[src/rtl/img_rsz_pxl_fwd.sv]
// Forward end of the image resizer: buffers resized pixels, streams them out with
// resized-image coordinates, and generates FwdNum/FrmDone feedback for the capturer.
module img_rsz_pxl_fwd #(
    parameter int    RSZ_IMG_WIDTH_SIZE  = 32,
    parameter int    RSZ_IMG_HEIGHT_SIZE = 32,
    parameter int    RSZ_X_W             = 5,
    parameter int    RSZ_Y_W             = 5,
    parameter int    PXL_PRIM_COLOR_NUM  = 3,
    parameter int    PXL_PRIM_COLOR_W    = 8,
    parameter string RSZ_PXL_FWD_TYP     = "ROW",
    parameter int    RSZ_PXL_FWD_CNT_W   = 6,
    parameter int    FIFO_DEPTH          = 4
) (
    input  logic                                                 Clk,
    input  logic                                                 Reset,
    input  logic [PXL_PRIM_COLOR_NUM-1:0][PXL_PRIM_COLOR_W-1:0]  RszPxlData,
    input  logic                                                 RszPxlVld,
    output logic                                                 RszPxlRdy,
    output logic [PXL_PRIM_COLOR_NUM-1:0][PXL_PRIM_COLOR_W-1:0]  OutPxlData,
    output logic [RSZ_X_W-1:0]                                   OutPxlX,
    output logic [RSZ_Y_W-1:0]                                   OutPxlY,
    output logic                                                 OutPxlLast,
    output logic                                                 OutPxlVld,
    input  logic                                                 OutPxlRdy,
    output logic [RSZ_PXL_FWD_CNT_W:0]                           FwdNum,
    output logic                                                 FrmDone,
    output logic                                                 Busy
);

    localparam int AW = $clog2(FIFO_DEPTH);
    localparam logic [RSZ_X_W-1:0] X_MAX = RSZ_X_W'(RSZ_IMG_WIDTH_SIZE - 1);
    localparam logic [RSZ_Y_W-1:0] Y_MAX = RSZ_Y_W'(RSZ_IMG_HEIGHT_SIZE - 1);
    localparam bit COL_MODE = (RSZ_PXL_FWD_TYP == "COL");
    localparam bit PXL_MODE = (RSZ_PXL_FWD_TYP == "PXL");

    typedef logic [PXL_PRIM_COLOR_NUM-1:0][PXL_PRIM_COLOR_W-1:0] pxl_t;
    typedef enum logic {IDLE, BUSY} state_t;

    pxl_t               mem [FIFO_DEPTH];
    logic [AW:0]        wr_ptr;
    logic [AW:0]        rd_ptr;
    logic [RSZ_X_W-1:0] x;
    logic [RSZ_Y_W-1:0] y;
    state_t             state;
    logic               fwd_q;
    logic               frm_done_q;

    logic empty, full, push, pop, x_end, y_end, last, fwd_unit;

    // Extra pointer bit distinguishes full from empty when the indices match.
    assign empty = (wr_ptr == rd_ptr);
    assign full  = (wr_ptr[AW] != rd_ptr[AW]) && (wr_ptr[AW-1:0] == rd_ptr[AW-1:0]);
    assign push  = RszPxlVld && !full;
    assign pop   = !empty && OutPxlRdy;

    assign x_end = (x == X_MAX);
    assign y_end = (y == Y_MAX);
    assign last  = x_end && y_end;

    always_comb begin
        fwd_unit = x_end;
        if (PXL_MODE)
            fwd_unit = 1'b1;
        else if (COL_MODE)
            fwd_unit = y_end;
    end

    // NOTE: pixel storage has no reset; a pointer reset alone empties the buffer,
    // so clearing the array would only cost reset fan-out.
    always_ff @(posedge Clk) begin
        if (push)
            mem[wr_ptr[AW-1:0]] <= RszPxlData;
    end

    always_ff @(posedge Clk) begin
        if (Reset) begin
            wr_ptr     <= '0;
            rd_ptr     <= '0;
            x          <= '0;
            y          <= '0;
            fwd_q      <= 1'b0;
            frm_done_q <= 1'b0;
            state      <= IDLE;
        end else begin
            if (push)
                wr_ptr <= wr_ptr + 1'b1;
            if (pop)
                rd_ptr <= rd_ptr + 1'b1;

            fwd_q      <= pop && fwd_unit;
            frm_done_q <= pop && last;

            // Coordinates track the head pixel, so they only move on a pop.
            if (pop) begin
                if (last) begin
                    x <= '0;
                    y <= '0;
                end else if (COL_MODE) begin
                    if (y_end) begin
                        y <= '0;
                        x <= x + 1'b1;
                    end else begin
                        y <= y + 1'b1;
                    end
                end else begin
                    if (x_end) begin
                        x <= '0;
                        y <= y + 1'b1;
                    end else begin
                        x <= x + 1'b1;
                    end
                end
            end

            // A push coinciding with the final pop means the next frame has begun.
            case (state)
                IDLE:    if (push) state <= BUSY;
                BUSY:    if (pop && last && !push) state <= IDLE;
                default: state <= IDLE;
            endcase
        end
    end

    assign RszPxlRdy  = !full;
    assign OutPxlVld  = !empty;
    assign OutPxlData = mem[rd_ptr[AW-1:0]];
    assign OutPxlX    = x;
    assign OutPxlY    = y;
    assign OutPxlLast = last;
    assign FwdNum     = {{RSZ_PXL_FWD_CNT_W{1'b0}}, fwd_q};
    assign FrmDone    = frm_done_q;
    assign Busy       = (state == BUSY);

endmodule

[config.mk]
export PLATFORM = sky130hd
export DESIGN_NAME = img_rsz_pxl_fwd
export DESIGN_NICKNAME = d
export VERILOG_FILES = /design/src/rtl/img_rsz_pxl_fwd.sv
export SDC_FILE = /design/constraint.sdc
export NUM_CORES = 1
export LEC_CHECK = 0
export ABC_AREA = 1
export CORE_MARGIN = 1
export CORE_UTILIZATION = 53
export CTS_CLUSTER_SIZE = 24
export DETAILED_ROUTE_END_ITERATION = 7
export GPL_ROUTABILITY_DRIVEN = 0
export GPL_TIMING_DRIVEN = 1
export PLACE_DENSITY = 0.79
export SLEW_MARGIN = 20
export SYNTH_ARGS = -nofsm -noshare
export SYNTH_HDL_FRONTEND = slang
export SYNTH_SLANG_ARGS = --single-unit
[constraint.sdc]
create_clock -name Clk -period 2.9 [get_ports Clk]
set_clock_uncertainty 0.15 [all_clocks]
set_input_delay 0.58 -clock Clk [delete_from_list [all_inputs] [get_ports Clk]]
set_output_delay 0.58 -clock Clk [all_outputs]
set_load 0.03 [all_outputs]
==> reports/results.txt <==
status = completed
antenna diode count = 0
via count = 3130
area grow syn2layout = 30.04%
Yosys top cell area share = 61.64%
post-synthesis async set-or-reset flop share = 0%
die height = 95.94 um
Max-cap violations = 0
Post-Synthesis Cells = 391
Final HPWL DP = 5581 um
final setup vio count = 0
row count = 33
antenna violations before repair = 0
FMAX = 0.3650 GHz
num ports = 74
most common cell in the synthesized netlist = edfxtp_1
Mean Syn Cell Area = 11.96 um^2
dpl ws = 0.1433 ns
Final #Nets = 511
drt wl/cell = 15.94 um
Congestion Overflow GR = 0
Worst Path Max Fanout = 30
Synth Register Bits = 117
H-tree depth = 4
first-pass GRT wire length = 14510 um
most instantiated cells after synthesis = 96 x edfxtp_1, 81 x nor2_1, 53 x o21ai_0
Residual DRC = 0
pwr/cell area = 785.6 nW/um^2
layout cells sized above 1 = 11.55%
CORE AREA = 8382 um^2
TritonCTS clock tree = yes
cell taking the most area after synthesis = edfxtp_1
CTS resizes = 29
kind of critical path = flip-flop to output pin
Worst Setup Start Kind = flip-flop
Required @ worst endpoint = 2.17 ns
Tot Pwr = 4.778 mW
dominant cells by area after synthesis = edfxtp_1 62%, dfxtp_1 9.0%, nor2_1 6.5%
Fin. Hold Viols = 0
Clock Pin Slew Worst Setup and Hold Paths = 0.05 ns
worst-case vdd ir drop = 0.0005061 V
largest net degree at the start of global routing = 39
Clock Tree Buf Depth = 2
final setup margin = 0.1601 ns
EDFF count, synth = 96
initial core utilization = 55.80%
Total Wirelength = 9402 um
Inserted Clock Buffers = 17
CTS Hold Bufs = 0
Syn. warnings = 0
leakage = 2.280 nW
period utilisation layout = 94.48%
Die ar. = 9204 um^2
vias in the first global route = 3143
Post-CTS Setup Inserts = 0
Clock Tree Root = clkbuf_8
Tmin final = 2.740 ns
crit path capture type = output pin
Vias per Instance = 5.305
setup slack, reg-to-reg = 0.93 ns
clock sink count = 117
RSZ-0062 raised after global routing = false
Detailed Routing Iterations Pass 1 = 4
post-route non-filler standard cell count = 590
Slew Limit Fails = 0
Placed Instances = 559
total negative slack = 0 ns
worst min path class = flip-flop to flip-flop
Post-synth top flop = edfxtp_1
Die X = 95.94 um
clock latency on the worst-skew pair = 0.51 ns
IO Port Bufs = 67
count of cell types in the netlist = 25
Worst EP arrival = 2.01 ns
post-synthesis cell area = 4677 um^2
sequential area share after synthesis = 70.63%
initial DRC count = 145
GRT Overall Usage = 22.11%
ANT nets after route = 0
area by class of cell:
type	count	area (um^2)
Fill cell	532	2300
Sequential cell	117	3304
Clock buffer	18	417.9
Multi-Input combinational cell	233	1194
Inverter	24	95.09
Tap cell	105	131.4
Timing Repair Buffer	80	775.7
Clock inverter	13	163.9
registers in the layout (all words and copies together) (netlist names), named ones only:
name	count
fwd_q	1
FrmDone	1
OutPxlX	5
wr_ptr	3
rd_ptr	3
mem	96
OutPxlY	5
Busy	1
cell usage in the layout, fill, tap and decap left out, types with 2 or more instances in the layout:
cell / count
inv_1: 19
bufinv_16: 4
nor2_1: 77
buf_4: 11
o21ai_0: 53
edfxtp_1: 96
clkdlybuf4s50_1: 42
a21oi_1: 9
nand2_1: 31
clkbuf_16: 16
buf_12: 3
dfxtp_1: 20
xor2_1: 4
ha_1: 9
dlygate4sd2_1: 22
nor2_2: 4
clkinvlp_4: 2
nand3_1: 6
inv_2: 3
clkinv_1: 6
o22ai_1: 24
clkinv_2: 2
nand2_2: 2
conb_1: 6
nand3_4: 2
metal layers:
layer	wire (um)	global-route usage, %
met1	3645	24.88
met2	4931	37.26
met3	758	7.662
met4	67	11.32
met5	0	0
per-stage QoR:
step	utilization (%)	cell area (um^2)	hold slack, ns
floorplan	-	4696	0.3274
global placement	65.91	5524	0.3110
detailed placement	65.91	5524	0.3101
CTS	72.50	6077	0.3241
global route	72.56	6082	0.3591
finish	72.56	6082	0.3215
kinds of logic after synthesis:
| kind of cell | after synthesis | synth area share [%] |
|---|---|---|
| and+or+nand+nor | 126 | 11.40 |
| DFF | 117 | 70.63 |
| AOI/OAI and AO/OA | 87 | 9.951 |
| buffers and inverters | 46 | 4.521 |
| adders and majority gates | 10 | 2.675 |
| xor gates and xnor gates | 4 | 0.7490 |
| other | 1 | 0.08018 |
worst paths after layout:
kind,startpoint,endpoint,cells after the start
setup / recovery,flip-flop,OutPxlData[5],4
hold / removal,Busy,Busy,2
setup reg to reg,wr_ptr[0],mem[3][15],7
hold reg to reg,Busy,Busy,2
critical path: stages, from the launching register on:
cell           delay, ns
dfxtp_1             0.35
buf_4               0.30
o21ai_0             0.17
o22ai_1             0.24
dlygate4sd2_1       0.43
report_power, final:
group / switching [mW] / internal (mW) / leakage [nW] / total (mW)
Clock: 0.667 / 1.37 / 0.278 / 2.03
Sequential: 0.0393 / 1.91 / 1.05 / 1.95
Combinational: 0.528 / 0.269 / 0.949 / 0.797
Note: power is estimated with default switching activity, not from simulation.
